$ cat src/rtl/gp_register_bank.sv
// General-purpose registers R0-R3 and program counter for the RISC-SPM datapath.
// Optional macro MULTI_LOAD_CHECK_EN blocks multi-register writes and flags illegal strobes in load_err.
module gp_register_bank #(
    parameter int unsigned word_size    = 8,
    parameter int unsigned pc_reset_val = 0
) (
    input  logic                 clk,
    input  logic                 rst,
    input  logic [word_size-1:0] data_in,
    input  logic                 Load_R0,
    input  logic                 Load_R1,
    input  logic                 Load_R2,
    input  logic                 Load_R3,
    input  logic                 Load_PC,
    input  logic                 Inc_PC,
    output logic [word_size-1:0] R0_out,
    output logic [word_size-1:0] R1_out,
    output logic [word_size-1:0] R2_out,
    output logic [word_size-1:0] R3_out,
    output logic [word_size-1:0] PC_count,
    output logic                 pc_wrap,
    output logic                 load_err
);

    localparam logic [word_size-1:0] pc_init  = word_size'(pc_reset_val);
    localparam logic [word_size-1:0] all_ones = '1;

    logic [word_size-1:0] regs [4];
    logic [3:0]           load_vec;
    logic [3:0]           wr_en;

    assign load_vec = {Load_R3, Load_R2, Load_R1, Load_R0};

`ifdef MULTI_LOAD_CHECK_EN
    logic multi_load;
    logic err_set;

    // Any two of the four strobes high at once counts as a collision.
    assign multi_load = (Load_R0 & (Load_R1 | Load_R2 | Load_R3)) |
                        (Load_R1 & (Load_R2 | Load_R3)) |
                        (Load_R2 & Load_R3);
    assign wr_en      = multi_load ? 4'b0000 : load_vec;
    assign err_set    = multi_load | (Load_PC & Inc_PC);

    always_ff @(posedge clk or negedge rst) begin
        if (!rst) begin
            load_err <= 1'b0;
        end else if (err_set) begin
            load_err <= 1'b1;
        end
    end
`else
    assign wr_en    = load_vec;
    assign load_err = 1'b0;
`endif

    always_ff @(posedge clk or negedge rst) begin
        if (!rst) begin
            for (int i = 0; i < 4; i++) begin
                regs[i] <= '0;
            end
        end else begin
            for (int i = 0; i < 4; i++) begin
                if (wr_en[i]) begin
                    regs[i] <= data_in;
                end
            end
        end
    end

    // Load beats increment; wrap pulse only comes from a real increment off all-ones.
    always_ff @(posedge clk or negedge rst) begin
        if (!rst) begin
            PC_count <= pc_init;
            pc_wrap  <= 1'b0;
        end else begin
            pc_wrap <= 1'b0;
            if (Load_PC) begin
                PC_count <= data_in;
            end else if (Inc_PC) begin
                PC_count <= PC_count + 1'b1;
                pc_wrap  <= (PC_count == all_ones);
            end
        end
    end

    assign R0_out = regs[0];
    assign R1_out = regs[1];
    assign R2_out = regs[2];
    assign R3_out = regs[3];

endmodule

$ cat config.mk
export PLATFORM = sky130hd
export DESIGN_NAME = gp_register_bank
export DESIGN_NICKNAME = d
export VERILOG_FILES = /design/src/rtl/gp_register_bank.sv
export SDC_FILE = /design/constraint.sdc
export NUM_CORES = 1
export LEC_CHECK = 0
export BUFFER_PORTS_ARGS = -buffer_cell sky130_fd_sc_hd__buf_2
export CORE_MARGIN = 2
export CORE_UTILIZATION = 45
export CTS_BUF_LIST = sky130_fd_sc_hd__clkbuf_4 sky130_fd_sc_hd__clkbuf_8 sky130_fd_sc_hd__clkbuf_16
export DETAILED_ROUTE_END_ITERATION = 6
export GPL_TIMING_DRIVEN = 0
export PLACE_DENSITY = 0.73
export SKIP_LAST_GASP = 1
export SYNTH_ARGS = -nofsm -noshare
export SYNTH_HDL_FRONTEND = slang
export SYNTH_SLANG_ARGS = --single-unit
$ cat constraint.sdc
create_clock -name clk -period 2.42 [get_ports clk]
set_input_delay 0.121 -clock clk [delete_from_list [all_inputs] [get_ports clk]]
set_output_delay 0.121 -clock clk [all_outputs]
set_load 0.01 [all_outputs]
After elaboration in Yosys (flattened, before gate mapping) --
Cells that the tools add are included.
Storage, ports and cells: register bits after elaboration 41, latch bits 0, memory bits (writable) 0, memory bits (read-only) 0, output and inout bits 42, logic and storage cells 13, memories 0
Cells by class: $add $sub $neg 1, $mul 0, div/mod/pow operators 0, order comparisons 0, eq/ne operators 1, shift-type cells 0, multiplexer cells 4, bitwise gates (word level) 0, reductions and logical operators 1
Operator list (number):
- 2-to-1 mux 8 bit | 2
- adder 8 x 1 -> 8 bit, second input constant | 1
- == test 8 bit, second input constant | 1
- 2-to-1 mux 1 bit | 2
- nonzero test 2 bit | 1

Logic depth before layout (Yosys ltp) --
Gate-level depths: netlist of run 1.
word-level depth 3, mapped depth 4, mapped depth without buffers 4

Worst setup path after synthesis of run 1 --
OpenSTA, ideal clock, no wires.
path type register to register, start reg PC_count[0], end reg PC_count[6], setup time 82 ps, arrival time 1269 ps, path slack 1070 ps, stages on the path, launching flop included 5, path buffers 0, path through dfrtp_1 ha_1 nand4_2 or3_1 a31oi_1
On the way: cells in the longest elaborated chain, start to end 3
RTL lines:
- start, declared | line 20 | output logic [word_size-1:0] PC_count,
- start signal, assigned | line 74 | PC_count <= pc_init;
- start signal, assigned | line 79 | PC_count <= data_in;
- start signal, assigned | line 81 | PC_count <= PC_count + 1'b1;
- adder 8 x 1 -> 8 bit | line 81
- 2-to-1 mux 8 bit | line 80 | end else if (Inc_PC) begin
- 2-to-1 mux 8 bit | line 78 | if (Load_PC) begin
Every way passes these cells. The select of a mux whose other input is x is not followed. A chain may end at the register's enable or synchronous reset.

Worst setup path after layout of run 1 --
Same ends and word-level chain as after synthesis.

==> results.txt, run 1 <==
post-route setup TNS: 0 ps
startpoint-to-endpoint class of the critical path: register to register
final setup vio count: 0
slack of the worst reg-to-reg path: 1020 ps
clock root cell: clkbuf_8
RSZ-0062 raised after global routing: no
source of the worst register-to-register timing path: PC_count[0]$_DFFE_PN0P_
fraction of layout instances using a drive strength above 1: 0.359
actual transition at the worst max-transition pin: 871 ps
power density of the placed cells: 707 nW/um^2
required time of the critical path: 2610 ps
part of the power in the clock network: 0.294
number of global-route vias before repair: 1185
sequential standard cell area: 1030 um^2
quantity of I/O buffers inserted on ports: 51
I/O pin total: 58
ratio of final minimum period to clock period: 0.580
total of warnings raised by yosys: 0
crit-path max FO: 6
Avg WL per Cell: 14.5 um
Max rail drop VDD: 432 uV
post-route worst hold slack: 118 ps
crit end category: register
compound-cell area share of the yosys netlist: 0.0277
Antenna diodes: 0
Setup crit start kind: register
last element of the critical path: PC_count[6]$_DFFE_PN0P_
count of vias placed by the detailed router: 1162
Max-Cap Viols: 0
count of routing violations after the opening detailed-route iteration: 57
placer congestion estimate: 0.785
detailed-routing iteration count for the pre-antenna-repair pass: 4
FP Rows: 22
flops & latches, synth: 41
global route total overflow: 0
worst-case reg-to-reg path depth: 4
clock-pin slew on the worst setup and hold paths: 70 ps
CTS Sinks: 41
clk_lat worst skew: 270 ps
average instance area after synthesis: 13.7 um^2
area of combinational cells with multiple inputs: 599 um^2
leak pwr: 0.979 nW
Logic pwr share: 0.163
aggregate routed wire length: 3320 um
netlist area before placement: 1670 um^2
maximum clock skew at final layout: 2.89 ps
CTS H-tree lvls: 2
number of buffers created by CTS: 5
NumNets Final: 198
highest-count cells in the layout ignoring fill and taps: buf_2, dfrtp_1, mux2_1, nand2_1, clkbuf_8
Switching Power: 0.374 mW
die height: 64.9 um
number of pins with negative max-slew slack in the final report: 0
post-detailed-placement half-perimeter wirelength: 2430 um
Min Clock Period, post-route: 1400 ps
Post-route DRC: 0
Int Power: 1.10 mW
TritonCTS clock tree: yes
global-route wire length before repair: 5780 um
number of library cell types mapped by synthesis: 24
Die Footprint: 4220 um^2
xor and xnor fraction of the mapped netlist area: 0.0210
Sw Share: 0.254
via-per-instance ratio: 5.07
GRT Resource Usage Total: 0.182
Resized cells post-CTS: 0
die extent in x: 64.9 um
Core Footprint: 3610 um^2
count of antenna-violating nets left after detailed routing: 0
Hold/Removal Path Class: input pin to register
Layout area overhead: 24.9%
Fmax: 713 MHz
number of fillers in the final layout: 299
Max-slew headroom: 0.420
worst setup path start: PC_count[0]$_DFFE_PN0P_
fraction of the mapped netlist area in adder cells: 0.00749
multiplexer share of the synthesized area: 0.222
outcome: completed
fraction of power consumed by sequential logic: 0.543
synthesized instance count: 122
largest buffer count on any clock path: 2
crit path DAT: 1600 ps
FF-to-FF End: PC_count[6]$_DFFE_PN0P_
Syn Nets: 139
number of antenna violations at the first check in global routing: 0
Initial Util: 0.463
combinational family with the most area after synthesis: multiplexers
largest net degree at the start of global routing: 42
sequential element share of the synthesized area: 0.614
most common library cell in the layout ignoring fill and taps: buf_2
Fin. Hold Viols: 0
simple-gate share of the synthesized area: 0.0787
[per-stage QoR]
step | power, mW | worst slack (ps) | utilization | cell area (um^2) | std cells
after detailed placement | 1.06 | 1030 | 0.551 | 1990 | 221
after CTS | 1.50 | 1010 | 0.578 | 2090 | 229
after floorplan | 0.931 | 1070 | - | 1670 | 122
final | 1.47 | 1020 | 0.578 | 2090 | 229
after global placement | 1.05 | 1050 | 0.551 | 1990 | 221
after global routing | 1.57 | 871 | 0.578 | 2090 | 229
[worst min path at each step]
stage | slack (ps) | from | cells after the start | endpoint
after global routing | 110 | data_in[0] | 2 | R0_out[0]$_DFFE_PN0P_
after global placement | 270 | rst | 1 | R2_out[1]$_DFFE_PN0P_
after floorplan | -170 | rst | 0 | PC_count[0]$_DFFE_PN0P_
after detailed placement | 290 | rst | 1 | R2_out[1]$_DFFE_PN0P_
after CTS | 110 | data_in[1] | 3 | PC_count[1]$_DFFE_PN0P_
final | 120 | data_in[1] | 3 | PC_count[1]$_DFFE_PN0P_
[repair_timing]
item,4_1_cts,5_1_grt
setup buffers,0,0
hold buffers,1,0
hold endpoints to repair,41,0
[synthesized netlist by cell type, drive strengths merged]
| library cell | number | area share |
|---|---|---|
| mux2i | 1 | 0.0060 |
| nor2b | 2 | 0.0075 |
| buf | 2 | 0.011 |
| nor2 | 1 | 0.0022 |
| nor4b | 1 | 0.0052 |
| inv | 2 | 0.0045 |
| mux2 | 32 | 0.22 |
| o21ai | 8 | 0.024 |
| xor2 | 3 | 0.016 |
| a31oi | 1 | 0.0037 |
| nand4 | 4 | 0.019 |
| clkbuf | 5 | 0.011 |
| dfrtp | 41 | 0.61 |
| ha | 1 | 0.0075 |
| nand2 | 9 | 0.020 |
| nand3 | 4 | 0.012 |
| conb | 1 | 0.0022 |
| or3 | 1 | 0.0037 |
| xnor2 | 1 | 0.0052 |
| or4 | 2 | 0.0090 |
[power by group through the flow]
| stage | Combinational [mW] | Clock, mW | Sequential, mW |
|---|---|---|---|
| 4_1_cts | 0.245 | 0.450 | 0.801 |
| 5_1_grt | 0.266 | 0.495 | 0.811 |
| 6_report | 0.240 | 0.433 | 0.801 |
| 3_3_place_gp | 0.236 | 0 | 0.809 |
| 3_5_place_dp | 0.242 | 0 | 0.814 |
| 2_1_floorplan | 0.0896 | 0 | 0.842 |
[state kept, by name, summed over array words and instances, names as in the netlist]
name      count
R1_out        8
R0_out        8
R2_out        8
pc_wrap       1
PC_count      8
R3_out        8
[cell type report]
| class | count | area share |
|---|---|---|
| sequential | 41 | 0.492 |
| multi-input combinational | 72 | 0.287 |
| timing repair buffer | 52 | 0.127 |
| clock buffer | 7 | 0.0432 |
| tap | 48 | 0.0288 |
| buffer | 7 | 0.0180 |
| inverter | 2 | 0.00360 |
[cell families after synthesis]
kind of cell             after synthesis
adder cells (fa/ha/maj)                1
other                                  1
flip-flops                            41
buffers and inverters                  9
AND/OR/NAND/NOR                       24
XOR/XNOR                               4
AO/OA/AOI/OAI                          9
multiplexers                          33
[worst max-delay path, stage by stage (launching register included)]
cell,delay [ps]
dfrtp_1,440
ha_1,220
nand4_2,120
or3_1,370
a31oi_1,170
[metal layers]
metal	track usage	wire length, um	vias up
li1	-	-	543
met1	0.234	1450	584
met2	0.294	1650	33
met5	0	0	-
met3	0.0625	201	2
met4	0.0505	17	0
(Power assumes the default switching activity.)
==> run 2: changes to the inputs <==
==> constraint.sdc (replaced) <==
create_clock -name clk -period 1.3 [get_ports clk]
set_input_delay 0.065 -clock clk [delete_from_list [all_inputs] [get_ports clk]]
set_output_delay 0.065 -clock clk [all_outputs]
set_load 0.01 [all_outputs]
==> run 2 against run 1 <==
Net effect: maximum frequency grew 13%; sequential power is 86% higher; largest power group unchanged; largest cell class unchanged; register-to-register slack got worse by 960 ps; first-iteration DRC count fell by 47%; critical path type unchanged; critical endpoint is now PC_count[7]$_DFFE_PN0P_; wire length grew 9.6%; critical path depth down 1.
==> results.txt, run 2 (same netlist as run 1, synthesis figures left out) <==
count of vias placed by the detailed router: 1186 (+2.1%)
Max-slew headroom: 0.421 (+0.00181)
leak pwr: 0.995 nW (+1.6%)
NumNets Final: 201 (+1.5%)
post-route setup TNS: 0 ps (unchanged)
power density of the placed cells: 1340 nW/um^2 (+90%)
Layout area overhead: 27.3%
Fin. Hold Viols: 0 (unchanged)
global route total overflow: 0 (unchanged)
Setup crit start kind: register
quantity of I/O buffers inserted on ports: 51 (unchanged)
I/O pin total: 58 (unchanged)
Hold/Removal Path Class: input pin to register
placer congestion estimate: 0.826 (+5.3%)
crit-path max FO: 5 (-1)
final setup vio count: 0 (unchanged)
crit path DAT: 1480 ps (-120 ps)
global routing usage on met2: 0.282 (-0.0116)
largest net degree at the start of global routing: 42 (unchanged)
die extent in x: 64.9 um (unchanged)
Die Footprint: 4220 um^2 (unchanged)
count of routing violations after the opening detailed-route iteration: 30 (-47%)
global routing usage on met3: 0.0694 (+0.00694)
number of buffers created by CTS: 5 (unchanged)
global-route wire length before repair: 5730 um (-0.73%)
aggregate routed wire length: 3640 um (+9.6%)
maximum clock skew at final layout: 10.6 ps (+7.74 ps)
most crowded layer after global routing: met2
GRT Resource Usage Total: 0.183 (+0.000917)
number of global-route vias before repair: 1159 (-2.2%)
Avg WL per Cell: 15.6 um (+7.8%)
CTS H-tree lvls: 2 (unchanged)
Max rail drop VDD: 844 uV (+95%)
post-route worst hold slack: 35.2 ps (-82.4 ps)
clock-pin slew on the worst setup and hold paths: 80 ps (about the same)
required time of the critical path: 1540 ps (-1070 ps)
Max-Cap Viols: 0 (unchanged)
outcome: completed
count of antenna-violating nets left after detailed routing: 0 (unchanged)
number of fillers in the final layout: 319 (+6.7%)
actual transition at the worst max-transition pin: 868 ps (-2.71 ps)
number of antenna violations at the first check in global routing: 0 (unchanged)
TritonCTS clock tree: yes
sequential standard cell area: 1030 um^2 (+0.37%)
CTS Sinks: 41 (unchanged)
RSZ-0062 raised after global routing: yes
Antenna diodes: 0 (unchanged)
most common library cell in the layout ignoring fill and taps: buf_2
die height: 64.9 um (unchanged)
startpoint-to-endpoint class of the critical path: register to register
detailed-routing iteration count for the pre-antenna-repair pass: 4 (unchanged)
clock root cell: clkbuf_8
fraction of layout instances using a drive strength above 1: 0.395 (+0.0355)
via-per-instance ratio: 5.09 (+0.31%)
highest-count cells in the layout ignoring fill and taps: buf_2, dfrtp_1, mux2_1, nand2_1, clkbuf_8
number of pins with negative max-slew slack in the final report: 0 (unchanged)
routing usage on met1: 0.240 (+0.00606)
Initial Util: 0.463 (unchanged)
area of combinational cells with multiple inputs: 606 um^2 (+1.0%)
Fmax: 806 MHz (+13%)
clk_lat worst skew: 300 ps (+30 ps)
Post-route DRC: 0 (unchanged)
FP Rows: 22 (unchanged)
post-detailed-placement half-perimeter wirelength: 2590 um (+6.4%)
crit end category: register
Core Footprint: 3610 um^2 (unchanged)
largest buffer count on any clock path: 2 (unchanged)
ratio of final minimum period to clock period: 0.954 (+0.374)
Min Clock Period, post-route: 1240 ps (-163 ps)
## run 2: cell count changes in the layout (fill, tap and decap cells not counted)
cell and change:
nor4b_2 +1, clkbuf_4 +1, dfrtp_2 +3, buf_4 +3, nor4b_1 -1, dfrtp_1 -3
## run 2: repair_timing
action	4_1_cts	5_1_grt
gates resized for setup	1	1
hold buffers	1	0
gates cloned	0	0
pin swaps	0	1
hold endpoints to repair	41	0
setup endpoints to repair	1	2
buffers inserted	3	0
## run 2: critical path, cell delays in order, from the launching register on
cell	delay, ps
dfrtp_1	470
nand4_1	150
or4_1	480
nand3_1	90
## run 2: final timing paths
| path | endpoint | slack (ps) | cells past startpoint | start |
|---|---|---|---|---|
| max reg2reg | PC_count[7]$_DFFE_PN0P_ | 60 | 3 | PC_count[3]$_DFFE_PN0P_ |
| min | PC_count[0]$_DFFE_PN0P_ | 40 | 3 | data_in[0] |
| max in group asynchronous | PC_count[2]$_DFFE_PN0P_ | 280 | 2 | rst |
| min reg2reg | R1_out[5]$_DFFE_PN0P_ | 480 | 1 | R1_out[5]$_DFFE_PN0P_ |
| min in group asynchronous | PC_count[6]$_DFFE_PN0P_ | 420 | 2 | rst |
| max | PC_count[7]$_DFFE_PN0P_ | 60 | 3 | PC_count[3]$_DFFE_PN0P_ |
## run 2: layout make-up
cell class,instances,area share
Buffer,7,0.0177
Clock buffer,8,0.0459
Inverter,2,0.00353
Multi-Input combinational cell,72,0.285
Sequential cell,41,0.484
Tap cell,48,0.0283
Timing Repair Buffer,55,0.135
## run 2: stage by stage
| step | area (um^2) | util | worst slack [ps] | total power [mW] | cells |
|---|---|---|---|---|---|
| after global placement | 1990 | 0.551 | -29.9 | 1.95 | 221 |
| after CTS | 2120 | 0.588 | 36.6 | 2.87 | 233 |
| final | 2130 | 0.590 | 59.7 | 2.85 | 233 |
| after floorplan | 1670 | - | 8.97 | 1.74 | 122 |
| after detailed placement | 1990 | 0.551 | -73.4 | 1.98 | 221 |
| after global routing | 2130 | 0.590 | -5.42 | 2.98 | 233 |
## run 2: layer usage
layer | routed length, um | vias to the layer above | part of all wire
met5 | 0 | - | 0
met4 | 63 | 0 | 0.017
met3 | 253 | 8 | 0.069
met2 | 1740 | 41 | 0.48
met1 | 1590 | 588 | 0.44
li1 | - | 549 | -
## run 2: power by group
part	total, mW	switching [mW]	leakage [nW]	internal (mW)
Combinational	0.477	0.261	0.462	0.216
Clock	0.884	0.409	0.0523	0.474
Sequential	1.49	0.0835	0.481	1.40
Total	2.85	0.754	0.995	2.09
==> run 3: changes to the inputs <==
--- a/config.mk
+++ b/config.mk
@@ -7,11 +7,13 @@
 export LEC_CHECK = 0
 export BUFFER_PORTS_ARGS = -buffer_cell sky130_fd_sc_hd__buf_2
 export CORE_MARGIN = 2
-export CORE_UTILIZATION = 45
+export CORE_UTILIZATION = 44
 export CTS_BUF_LIST = sky130_fd_sc_hd__clkbuf_4 sky130_fd_sc_hd__clkbuf_8 sky130_fd_sc_hd__clkbuf_16
+export CTS_CLUSTER_SIZE = 24
 export DETAILED_ROUTE_END_ITERATION = 6
 export GPL_TIMING_DRIVEN = 0
-export PLACE_DENSITY = 0.73
+export PLACE_DENSITY = 0.74
+export REMOVE_ABC_BUFFERS = 1
 export SKIP_LAST_GASP = 1
 export SYNTH_ARGS = -nofsm -noshare
 export SYNTH_HDL_FRONTEND = slang
==> constraint.sdc (replaced) <==
create_clock -name clk -period 1 [get_ports clk]
set_input_delay 0.05 -clock clk [delete_from_list [all_inputs] [get_ports clk]]
set_output_delay 0.05 -clock clk [all_outputs]
set_load 0.01 [all_outputs]
==> run 3 against run 2 <==
Net effect: the run now ends with hold timing, setup timing left; critical path depth did not move; cell area rose by 3.6%; count of clock-buffer cells in the layout shrank 2; first-iteration DRC count rose to 3.4 times the previous value; sequential cell count did not move; sequential power increased by 30%; register-to-register slack worse by 290 ps; combinational power grew 41%; sequential share of layout area is 1.8 points lower; final cell count rose by 1.3%; core utilization increased by 1.2 points; non-clock buffer count rose by 3.
==> results.txt, run 3 (same netlist as run 1, synthesis figures left out) <==
FP Rows: 22 (unchanged)
worst-case reg-to-reg path depth: 3 (unchanged)
Die Footprint: 4310 um^2 (+2.1%)
Largest stage delay, worst path: 440 ps (-40 ps)
Antenna diodes: 0 (unchanged)
Setup crit start kind: register
highest-count cells in the layout ignoring fill and taps: buf_2, dfrtp_1, mux2_1, nand2_1, buf_4
crit end category: register
aggregate routed wire length: 3550 um (-2.5%)
number of pins with negative max-slew slack in the final report: 0 (unchanged)
Core Footprint: 3660 um^2 (+1.5%)
via-per-instance ratio: 5.08 (-0.11%)
GRT Resource Usage Total: 0.186 (+0.00268)
Worst Slack Setup Final: -226 ps (-286 ps)
count of routing violations after the opening detailed-route iteration: 102 (+240%)
die height: 65.6 um (+1.1%)
cells along the critical path: nand2_1 > or3_1 > a31oi_1
TritonCTS clock tree: yes
global route total overflow: 0 (unchanged)
count of antenna-violating nets left after detailed routing: 0 (unchanged)
number of fillers in the final layout: 294 (-7.8%)
Final Core Density: 0.602 (+0.0123)
die extent in x: 65.6 um (+1.1%)
Initial Util: 0.456 (-0.00697)
outcome: finished, violations left
ratio of final minimum period to clock period: 1.23 (+0.272)
quantity of I/O buffers inserted on ports: 56 (+9.8%)
crit path DAT: 1440 ps (-40 ps)
power density of the placed cells: 1800 nW/um^2 (+34%)
crit-path max FO: 5 (unchanged)
Avg WL per Cell: 15.1 um (-3.7%)
CTS H-tree lvls: 2 (unchanged)
number of buffers created by CTS: 5 (unchanged)
count of vias placed by the detailed router: 1200 (+1.2%)
Fin. Hold Viols: 41 (+41)
Fmax: 816 MHz (+1.2%)
Max-slew headroom: 0.417 (-0.00484)
most common library cell in the layout ignoring fill and taps: buf_2
final setup vio count: 9 (+9)
actual transition at the worst max-transition pin: 875 ps (+7.26 ps)
required time of the critical path: 1210 ps (-330 ps)
pre-CTS setup slack: -411 ps (-337 ps)
post-route worst hold slack: -128 ps (-163 ps)
Max-Cap Viols: 0 (unchanged)
total power: 3.96 mW (+39%)
placer congestion estimate: 0.775 (-6.2%)
largest buffer count on any clock path: 2 (unchanged)
number of global-route vias before repair: 1211 (+4.5%)
fraction of layout instances using a drive strength above 1: 0.436 (+0.0416)
leak pwr: 1.04 nW (+4.4%)
worst setup path start: PC_count[4]$_DFFE_PN0P_
Min Clock Period, post-route: 1230 ps (-14.4 ps)
post-detailed-placement half-perimeter wirelength: 2520 um (-2.6%)
CTS Sinks: 41 (unchanged)
post-route insts no fill: 236 (+1.3%)
RSZ-0062 raised after global routing: yes
clock-pin slew on the worst setup and hold paths: 70 ps (about the same)
startpoint-to-endpoint class of the critical path: register to register
detailed-routing iteration count for the pre-antenna-repair pass: 7 (+3)
cell at the slowest stage of the critical path: dfrtp_1
Max rail drop VDD: 1280 uV (+51%)
global-route wire length before repair: 5880 um (+2.5%)
clk_lat worst skew: 290 ps (about the same)
largest net degree at the start of global routing: 42 (unchanged)
I/O pin total: 58 (unchanged)
clock root cell: clkbuf_8
Hold/Removal Path Class: input pin to async pin
NumNets Final: 204 (+1.5%)
source of the worst register-to-register timing path: PC_count[4]$_DFFE_PN0P_
maximum clock skew at final layout: 3.41 ps (-7.22 ps)
Post-route DRC: 0 (unchanged)
violations in the final reports: hold timing, setup timing
number of antenna violations at the first check in global routing: 0 (unchanged)
placed instance count: 219 (-0.90%)
Layout area overhead: 31.9%
-- run 3: worst paths after layout --
path | endpoint | slack (ps)
worst max-delay path | PC_count[6]$_DFFE_PN0P_ | -230
worst min-delay path | R1_out[0]$_DFFE_PN0P_ | -130
worst max register to register | PC_count[6]$_DFFE_PN0P_ | -230
worst min register to register | R2_out[6]$_DFFE_PN0P_ | 480
max in group asynchronous | PC_count[3]$_DFFE_PN0P_ | 530
min in group clk | PC_count[5]$_DFFE_PN0P_ | 30
-- run 3: routing by layer --
layer  vias to the layer above  GRT usage  part of all wire
met5                         -          0                 0
met4                         0     0.0547             0.010
met3                         4     0.0634             0.073
met2                        41      0.292              0.49
met1                       591      0.245              0.42
li1                        564          -                 -
-- run 3: through the flow --
| step | instance area [um^2] | setup TNS, ps |
|---|---|---|
| 5_1_grt | 2200 | -1660 |
| 2_1_floorplan | 1630 | -1090 |
| 3_5_place_dp | 1970 | -1360 |
| 3_3_place_gp | 1970 | -1170 |
| 4_1_cts | 2160 | -856 |
| 6_report | 2200 | -1110 |
-- run 3: worst max-delay path: cells and delay by family, from the launching register on --
family | cells | cell delay [ps]
AOI/OAI and AO/OA | 1 | 180
DFF | 1 | 440
and+or+nand+nor | 2 | 530
-- run 3: repair_timing --
item | CTS | global route
setup buffers | 7 | 2
pin swaps | 3 | 3
setup endpoints to repair | 7 | 11
gates resized for setup | 4 | 6
hold endpoints to repair | 41 | 41
-- run 3: layout make-up --
| class | count | area (um^2) | area share |
|---|---|---|---|
| multi-input combinational | 72 | 626 | 0.284 |
| clock inverter | 2 | 37.5 | 0.0170 |
| inverter | 2 | 7.51 | 0.00341 |
| tap | 48 | 60.1 | 0.0273 |
| timing repair buffer | 65 | 362 | 0.164 |
| sequential | 41 | 1030 | 0.467 |
| clock buffer | 6 | 82.6 | 0.0375 |
-- run 3: power breakdown --
part | leakage (nW) | internal [mW] | switching (mW)
clock network | 0.0574 | 0.811 | 0.547
logic | 0.500 | 0.316 | 0.357
registers | 0.482 | 1.82 | 0.101
